$ cat config.mk
export PLATFORM = sky130hd
export DESIGN_NAME = ingress_dispatcher
export DESIGN_NICKNAME = d
export VERILOG_FILES = /design/src/rtl/ingress_dispatcher.sv
export SDC_FILE = /design/constraint.sdc
export NUM_CORES = 1
export LEC_CHECK = 0
export CORE_MARGIN = 2
export CORE_UTILIZATION = 48
export DETAILED_ROUTE_END_ITERATION = 10
export PLACE_DENSITY_LB_ADDON = 0.1
export SETUP_SLACK_MARGIN = 0.3
export SLEW_MARGIN = 20
export SYNTH_ARGS = -nofsm -noshare
export SYNTH_HDL_FRONTEND = slang
export SYNTH_SLANG_ARGS = --single-unit
$ cat constraint.sdc
create_clock -name clk -period 2.1 [get_ports clk]
set_input_delay 0.42 -clock clk [delete_from_list [all_inputs] [get_ports clk]]
set_output_delay 0.42 -clock clk [all_outputs]
set_load 0.01 [all_outputs]
$ cat src/rtl/ingress_dispatcher.sv
// rtl/ingress_dispatcher.sv - routes one word/clk into four ingress FIFOs by class,
// holding a word while its FIFO is almost-full and dropping it after HOLD_MAX cycles.
module ingress_dispatcher #(
   parameter int DATA_SIZE = 12,
   parameter int HOLD_MAX  = 8
) (
   input  logic                 clk,
   input  logic                 reset,
   input  logic [DATA_SIZE-1:0] data_in,
   input  logic                 valid_in,
   input  logic                 pause,
   input  logic                 fifo_af0,
   input  logic                 fifo_af1,
   input  logic                 fifo_af2,
   input  logic                 fifo_af3,
   output logic                 ready_out,
   output logic [DATA_SIZE-1:0] data_out,
   output logic                 push0,
   output logic                 push1,
   output logic                 push2,
   output logic                 push3,
   output logic [4:0]           cont0,
   output logic [4:0]           cont1,
   output logic [4:0]           cont2,
   output logic [4:0]           cont3,
   output logic [7:0]           drop_cnt,
   output logic                 state_out
);

   localparam int CW = (HOLD_MAX > 1) ? $clog2(HOLD_MAX) : 1;
   localparam logic [CW-1:0] CNT_LAST = CW'(HOLD_MAX - 1);

   typedef enum logic {IDLE = 1'b0, HOLD = 1'b1} state_t;

   state_t               state;
   logic [DATA_SIZE-1:0] hold_reg;
   logic [CW-1:0]        hold_cnt;
   logic [3:0]           push;
   logic [4:0]           cont [4];
   logic [3:0]           af;
   logic                 accept;
   logic [1:0]           in_cls;
   logic [1:0]           hold_cls;

   assign af        = {fifo_af3, fifo_af2, fifo_af1, fifo_af0};
   assign ready_out = (state == IDLE) && !pause;
   assign accept    = valid_in && ready_out;
   assign in_cls    = data_in[DATA_SIZE-1 -: 2];
   assign hold_cls  = hold_reg[DATA_SIZE-1 -: 2];

   assign push0     = push[0];
   assign push1     = push[1];
   assign push2     = push[2];
   assign push3     = push[3];
   assign cont0     = cont[0];
   assign cont1     = cont[1];
   assign cont2     = cont[2];
   assign cont3     = cont[3];
   assign state_out = (state == HOLD);

   always_ff @(posedge clk or posedge reset) begin
      if (reset) begin
         state    <= IDLE;
         hold_reg <= '0;
         hold_cnt <= '0;
         push     <= 4'b0000;
         data_out <= '0;
         drop_cnt <= 8'd0;
         for (int i = 0; i < 4; i++) cont[i] <= 5'd0;
      end else begin
         push     <= 4'b0000;
         data_out <= '0;
         // Counters track strobes already on the wire, so they lag the push by one edge.
         for (int i = 0; i < 4; i++) begin
            if (push[i]) cont[i] <= cont[i] + 5'd1;
         end
         case (state)
            IDLE: begin
               if (accept) begin
                  if (!af[in_cls]) begin
                     push     <= 4'b0001 << in_cls;
                     data_out <= data_in;
                  end else begin
                     hold_reg <= data_in;
                     hold_cnt <= '0;
                     state    <= HOLD;
                  end
               end
            end
            HOLD: begin
               if (!af[hold_cls]) begin
                  push     <= 4'b0001 << hold_cls;
                  data_out <= hold_reg;
                  hold_reg <= '0;
                  hold_cnt <= '0;
                  state    <= IDLE;
               end else if (hold_cnt == CNT_LAST) begin
                  if (drop_cnt != 8'hFF) drop_cnt <= drop_cnt + 8'd1;
                  hold_reg <= '0;
                  hold_cnt <= '0;
                  state    <= IDLE;
               end else begin
                  hold_cnt <= hold_cnt + 1'b1;
               end
            end
            default: state <= IDLE;
         endcase
      end
   end

endmodule

# Yosys cells after proc, flatten, opt, wreduce, memory -nomap -nowiden
# Cells that the tools add are included.
[op_classes]
reduce_logical = 6
bitwise_logic = 1
n_lt_le_gt_ge = 2
muxes = 27
n_eq_ne = 5
n_addsub = 6
shift = 2
[op_table]
columns = ["operator", "count"]
rows = [
  ["two-way mux 12 bit", 7],
  ["case mux 12 bit (2 select lines)", 2],
  ["adder 5 x 1 -> 5 bit (second input constant)", 4],
  ["two-way mux 3 bit", 4],
  ["two-way mux 4 bit", 3],
  ["adder 8 x 1 -> 8 bit (second input constant)", 1],
  ["!= test 8 bit (second input constant)", 1],
  ["case mux 4 bit (2 select lines)", 1],
  ["left shift 1 x 2 -> 4 bit (first input constant)", 2],
  ["< comparator 2 x 3 -> 1 bit (second input constant)", 2],
  ["two-way mux 1 bit", 6],
  ["case mux 3 bit (2 select lines)", 1],
  ["binary-select mux 1 bit (select 2 bit)", 2],
  ["AND reduction 4 bit", 1],
  ["adder 3 x 1 -> 3 bit (second input constant)", 1],
  ["equality test 3 bit (second input constant)", 1],
  ["!= test 3 x 2 -> 1 bit (second input constant)", 1],
  ["AND reduction 3 bit", 1],
  ["logical AND 1 bit", 2],
  ["!= test 2 x 1 -> 1 bit (second input constant)", 1],
  ["!= test 2 bit (second input constant)", 1],
  ["case mux 1 bit (2 select lines)", 1],
  ["AND reduction 2 bit", 1],
  ["logical NOT 1 bit", 1],
  ["NOT 1 bit", 1],
]
[totals]
output_inout_bits = 46
regBits = 60
wordCells = 59
input_bits = 20

# Logic depth before layout (Yosys ltp)
# Gate-level depths: netlist of run 1.
[logic_depth]
word_depth = 5
depth_mapped = 6
mapped_depth_nobuf = 5

# Worst setup path before layout of run 1
# Ideal clock, no wire load.
[synth_path]
path_kind = "input to register"
from = "in data_in[10]"
to = "reg hold_reg[0]"
path_stages = 6
setup_slack_ns = 0.348
required_ns = 2.033
arrival_time_ns = 1.685
setup_time_ns = 0.067
n_path_buf = 2
cell_sequence = "buf_6 mux4_2 a31oi_4 nand2b_4 buf_6 a22o_1"
[synth_between]
elab_chain_cells = 4
[synth_rtl]
columns = ["element", "line", "rtl"]
rows = [
  ["start, declared", "9", "input logic [DATA_SIZE-1:0] data_in,"],
  ["binary-select mux 1 bit (select 2 bit)", "80", "if (!af[in_cls]) begin"],
  ["two-way mux 1 bit (implied by the code)", "80", ""],
  ["!= test 2 x 1 -> 1 bit (no line)", "-", ""],
  ["AND reduction 3 bit (no line)", "-", ""],
  ["end signal, assigned", "84", "hold_reg <= data_in;"],
  ["end, declared", "36", "logic [DATA_SIZE-1:0] hold_reg;"],
]
# Every way passes these cells. The select of a mux whose other input is x is not followed.
# A chain may end at the register's enable or synchronous reset.

# Worst setup path after layout of run 1
[layout_path]
from = "in fifo_af3"
to = "reg data_out[5]"
[layout_between]
elab_chain_cells = 5
word_cells_on_any_way = 8
cone_classes = "mux: 8"
[layout_rtl]
columns = ["element", "line", "rtl"]
rows = [
  ["start, declared", "15", "input logic fifo_af3,"],
  ["binary-select mux 1 bit (select 2 bit)", "80", ""],
  ["two-way mux 1 bit (implied by the code)", "80", ""],
  ["two-way mux 12 bit", "80", ""],
  ["two-way mux 12 bit", "79", "if (accept) begin"],
  ["case mux 12 bit (2 select lines) (*)", "77", "case (state)"],
  ["end signal, assigned", "82", "data_out <= data_in;"],
  ["end signal, assigned", "93", "data_out <= hold_reg;"],
  ["end, declared", "17", "output logic [DATA_SIZE-1:0] data_out,"],
]
# Mark *: on every way between the ends. The rest lies on a longest branch, timed or not. The select of a mux whose other input is x is not followed.

==> flow_metrics.tcl, run 1 <==
set metrics [dict create \
    status "finished clean" \
    rows 26 \
    htree_levels 3 \
    synth.ff_latch_count 60 \
    combPwrFrac 0.257 \
    ys_async_sr_fraction 1.00 \
    place_congestion 0.778 \
    die_h_um 76.0 \
    grt_pass1_wl_mm 8.22 \
    cts.path.max_buffers 2 \
    hold_viol_final 0 \
    cts_made_buffers 9 \
    cts_root_buf "clkbuf_8" \
    cpPeakStageDelay_ns 0.56 \
    p_leak_nw 1.61 \
    pwr-share-clk 0.267 \
    cp_top_family "buffers and inverters" \
    fin_cells 344 \
    drc 0 \
    cp_slowest_cell "mux4_2" \
    ios 66 \
    ys_seq_area_frac 0.603 \
    period_share 0.843 \
    wl_met2_mm 2.30 \
    grt_pass1_vias 1777 \
    drt-wirelength-per-cell_um 13.9 \
    clock.fmax_ghz 0.565 \
    finish.utilization 0.697 \
    setup-violations-final 0 \
    p_switching_uw 948 \
    syn2layout_area_growth_pct 41.0 \
    maxSlewHeadroom 0.709 \
    wl_met1_mm 2.16 \
    fp.coreArea_um2 5040 \
    clock_sinks 60 \
    worstPathRequired_ns 2.36 \
    yosysUniqueCellTypes 32 \
    switching_share 0.286 \
    grt_max_degree 43 \
    drv_cap 0 \
    post-route-min-period_ns 1.77 \
    num_antenna_cells 0 \
    ir_worst_vdd_mv 0.597 \
    placedCellCount 325 \
    path_buf_inv 2 \
    max_slew.worst_pin.slew_ns 0.435 \
    ys_warn_count 0 \
    synth_edf_count 0 \
    syn-instance-count 186 \
    antenna_found_initial 0 \
    grt_use_total 0.181 \
    r2r_setup_slack_ns 0.40 \
    fillers 402 \
    seq_power_share 0.476 \
    cp-start-kind "primary input" \
    via_per_inst 5.04 \
    fin_nets 297 \
    wl_met3_um 242 \
    p_int_mw 2.37 \
    fp.dieW_um 76.0 \
    arrival_ns 2.03 \
    rsz0062_at_grt "true" \
    initial_core_util 0.494 \
    hold_class "in -> async" \
    powerDensity_nw_per_um2 945 \
    fin_worst_skew_ns 0.00491 \
    endpoint_kind "flop" \
    maxSlewViolCount 0 \
    synth_area_um2 2490 \
    critical_path_class "in -> reg" \
    power_mw 3.32 \
    reg2reg_depth 4 \
    final.setup.tns_ns 0 \
    drive_above_1_share 0.182 \
    top_layer_used "met4" \
    globalRouteOverflowTotal 0 \
    first_pass_iters 4 \
    drtIter0Drc 72 \
    worstReg2RegStart "hold_reg[10]" \
    io_buffers 65 \
    synthFlopType "dfrtp_1" \
    hold_buffers 0 \
    wl_mm 4.80 \
    dieArea_um2 5780 \
    synth_area_leaders "dfrtp_1, a22o_1, xnor2_1, ha_1, xor2_1" \
    ant_nets 0 \
    path_cells "clkdlybuf4s50_1, mux4_2, nor2b_2, buf_4, a22o_1" \
    r2r-end "data_out[5]" \
    crit_fanout 10 \
    path_clk_slew_ns 0.06 \
    synthDominantCellAreaShare 0.603 \
    num_vias 1735 \
    clk_latency_ns 0.32 \
    tritoncts "yes" \
    synth_top_cell_by_area "dfrtp_1" \
    synth.net_count 213 \
    dpl.hpwl_mm 3.34 \
    synth.avg_cell_area_um2 13.4 \
]
layout make-up:
cell class / count / area, um2 / share of cell area
Sequential cell: 60 / 1510 / 0.429
Inverter: 5 / 22.5 / 0.00641
Clock buffer: 13 / 159 / 0.0452
Tap cell: 70 / 87.6 / 0.0249
Clock inverter: 2 / 10.0 / 0.00285
Timing Repair Buffer: 77 / 751 / 0.214
Multi-Input combinational cell: 117 / 975 / 0.278
power by group through the flow:
stage               clock (mW)  combinational (mW)  sequential, mW
CTS                      0.906               0.845            1.58
global route             0.967               0.937            1.62
detailed placement           0               0.838            1.60
floorplan                    0               0.350            1.63
global placement             0               0.803            1.60
finish                   0.885               0.852            1.58
cell usage in the layout, fill, tap and decap left out, drive strengths merged, types with 3 or more instances in the layout:
master	instances
xnor2	12
ha	7
clkbuf	13
clkdlybuf4s50	63
nand2	17
mux2	7
nor2	4
nor3	5
o21ai	3
a22o	22
nand2b	3
buf	12
nand4	8
dfrtp	60
xor2	10
nand3	4
inv	4
per-layer routing:
metal  vias to the layer above  track usage
met5                         -            0
met4                         0       0.0982
met3                         8       0.0427
met2                        49        0.284
met1                       835        0.235
li1                        843            -
repair_timing:
action | in CTS | in global routing
endpoints found under the hold margin | 0 | 0
gates cloned | 1 | 0
setup endpoints to repair | 25 | 22
setup buffers | 0 | 3
pin swaps | 1 | 2
resized for setup | 5 | 8
per-stage QoR:
stage / instance area (um2) / hold slack [ns] / worst slack [ns]
floorplan: 2490 / 0.453 / 0.348
detailed placement: 3280 / 0.463 / -0.0916
global placement: 3280 / 0.460 / -0.0981
CTS: 3460 / 0.465 / 0.310
finish: 3510 / 0.458 / 0.329
global route: 3510 / 0.483 / 0.277
synthesized netlist by cell type, types with 2 or more instances:
cell type  number
o22ai_1         2
nor3b_1         2
mux2_1          2
inv_1           4
nand3_1         3
nand2_1        17
nor3_1          5
nand4_1         8
xnor2_1        12
buf_6           2
nor2b_2         2
dfrtp_1        60
a22o_1         22
xor2_1         10
buf_2           2
mux2_2          5
o21ai_1         3
nor2_1          4
mux4_2          2
ha_1            7
worst max path at each step:
stage	end	start	cells past startpoint	slack [ns]
floorplan	hold_reg[0]	data_in[10]	6	0.35
global placement	hold_reg[5]	data_in[10]	4	-0.1
detailed placement	hold_reg[1]	data_in[10]	4	-0.09
CTS	push2	push[2]	1	0.31
global route	drop_cnt[1]	drop_cnt[0]	5	0.28
finish	data_out[5]	fifo_af3	5	0.33
cells by family (layout without fill, tap and decap cells):
kind of cell,count (synthesis),count (layout),synth area share
muxes,9,9,0.0497
xor gates and xnor gates,22,22,0.0773
buffers and inverters,10,97,0.0221
AOI/OAI and AO/OA,30,30,0.105
adders and majority gates,7,7,0.0352
DFF,60,60,0.603
and+or+nand+nor,48,49,0.107
Note: power is estimated with default switching activity, not from simulation.
==> run 2, diff against run 1 <==
CORE_UTILIZATION = 43   (was 48)
clock period = 1.6 ns   (was 2.1 ns; I/O delays follow)
==> flow_metrics.tcl, run 2 (synthesis results as in run 1) <==
set metrics [dict create \
    ff_latch_area_um2 1510 \
    setup-violations-final 17 \
    rows 27 \
    cts_made_buffers 9 \
    reg2reg_depth 5 \
    violations "setup timing" \
    hold_viol_final 0 \
    maxSlewHeadroom 0.789 \
    drt-wirelength-per-cell_um 14.6 \
    period_share 1.02 \
    fin_worst_skew_ns 0.00623 \
    post-route-min-period_ns 1.63 \
    fin_cells 381 \
    hold_class "in -> async" \
    multi_input_area_um2 1080 \
    path_clk_slew_ns 0.06 \
    power_mw 4.74 \
    num_vias 1894 \
    via_per_inst 4.97 \
    io_buffers 65 \
    first_pass_iters 5 \
    fp.dieW_um 80.1 \
    grt_pass1_vias 1980 \
    worstReg2RegStart "hold_reg[10]" \
    cp-start-kind "flop" \
    clk_latency_ns 0.32 \
    syn2layout_area_growth_pct 55.4 \
    endpoint_kind "flop" \
    clock_sinks 60 \
    antenna_found_initial 0 \
    cts_root_buf "clkbuf_8" \
    fillers 425 \
    grt_pass1_wl_mm 9.08 \
    htree_levels 3 \
    powerDensity_nw_per_um2 1230 \
    clock.fmax_ghz 0.615 \
    drv_cap 0 \
    fp.coreArea_um2 5540 \
    path_cells "mux4_2, nand3_4, buf_6, nor3_2, xor2_1" \
    rsz0062_at_grt "true" \
    grt_max_degree 61 \
    cpPeakStageDelay_ns 0.63 \
    crit_fanout 5 \
    status "complete, but fails checks" \
    crit_path_end "drop_cnt[3]" \
    hold_buffers 0 \
    fin_nets 333 \
    num_antenna_cells 0 \
    place_congestion 0.740 \
    critical_path_class "reg -> reg" \
    worstPathRequired_ns 1.80 \
    grt_use_total 0.186 \
    layout_commonest_cell "dfrtp_1" \
    p_leak_nw 1.92 \
    cts.path.max_buffers 2 \
    maxSlewViolCount 0 \
    dieArea_um2 6420 \
    wl_mm 5.58 \
    ios 66 \
    max_slew.worst_pin.slew_ns 0.317 \
    placedCellCount 335 \
    ir_worst_vdd_mv 0.602 \
    mostFrequentLayoutCells "dfrtp_1, buf_4, clkdlybuf4s15_1, a22o_1, nand2_1" \
    ant_nets 0 \
    dpl.hpwl_mm 3.39 \
    tritoncts "yes" \
    drtIter0Drc 56 \
    drc 0 \
    globalRouteOverflowTotal 0 \
    arrival_ns 1.82 \
    drive_above_1_share 0.385 \
    r2r-end "drop_cnt[3]" \
    die_h_um 80.1 \
    cp_slowest_cell "mux4_2" \
    critPathLaunch "hold_reg[10]" \
    initial_core_util 0.450 \
    dp_slack_ns -0.498 \
    r2r_setup_slack_ns -0.03 \
    setup_slack_ns -0.0250 \
]
run 2: per-stage QoR:
step	hold slack (ns)	utilization	setup TNS, ns	instance area (um2)
5_1_grt	0.487	0.699	-1.63	3870
3_5_place_dp	0.466	0.604	-16.99	3350
4_1_cts	0.457	0.699	-0.0462	3870
2_1_floorplan	0.409	-	-0.388	2520
3_3_place_gp	0.460	0.604	-16.27	3350
6_report	0.430	0.699	-0.183	3870
run 2: what timing repair did:
| item | CTS | global route |
|---|---|---|
| buffers inserted | 30 | 1 |
| pin swaps | 28 | 10 |
| endpoints found under the setup margin | 86 | 64 |
| gates cloned | 1 | 0 |
| resized for setup | 130 | 35 |
run 2: critical path, delay by kind of cell (launching register included):
kind | cells | cell delay, ns
muxes | 1 | 0.63
and+or+nand+nor | 2 | 0.19
buffers and inverters | 1 | 0.15
xor gates and xnor gates | 1 | 0.14
DFF | 1 | 0.38
run 2: layout make-up:
| type | instances | area share |
|---|---|---|
| clock buffer | 12 | 0.0401 |
| clock inverter | 2 | 0.00905 |
| inverter | 5 | 0.00582 |
| multi-input combinational | 117 | 0.278 |
| sequential | 60 | 0.389 |
| tap | 72 | 0.0233 |
| timing repair buffer | 113 | 0.254 |
run 2: power by group:
group | internal, mW | switching, mW | leakage [nW]
Sequential | 1.80 | 0.167 | 0.799
Clock | 0.785 | 0.531 | 0.0983
Combinational | 0.811 | 0.652 | 1.02
Total | 3.40 | 1.35 | 1.92
run 2: how the worst min path moves through the flow:
stage / start / end / slack (ns) / cells after the start
final: reset / cont1[2] / 0.43 / 3
after CTS: reset / cont1[3] / 0.46 / 3
after detailed placement: cont1[4] / cont1[4] / 0.47 / 1
after floorplan: data_in[11] / push[1] / 0.41 / 1
after global routing: reset / cont1[3] / 0.49 / 3
after global placement: cont1[4] / cont1[4] / 0.46 / 1
run 2: metal layers:
layer,part of all wire,vias to the layer above,GRT usage
li1,-,908,-
met1,0.44,932,0.224
met2,0.50,46,0.319
met3,0.045,8,0.0404
met4,0.012,0,0.0814
met5,0,-,0
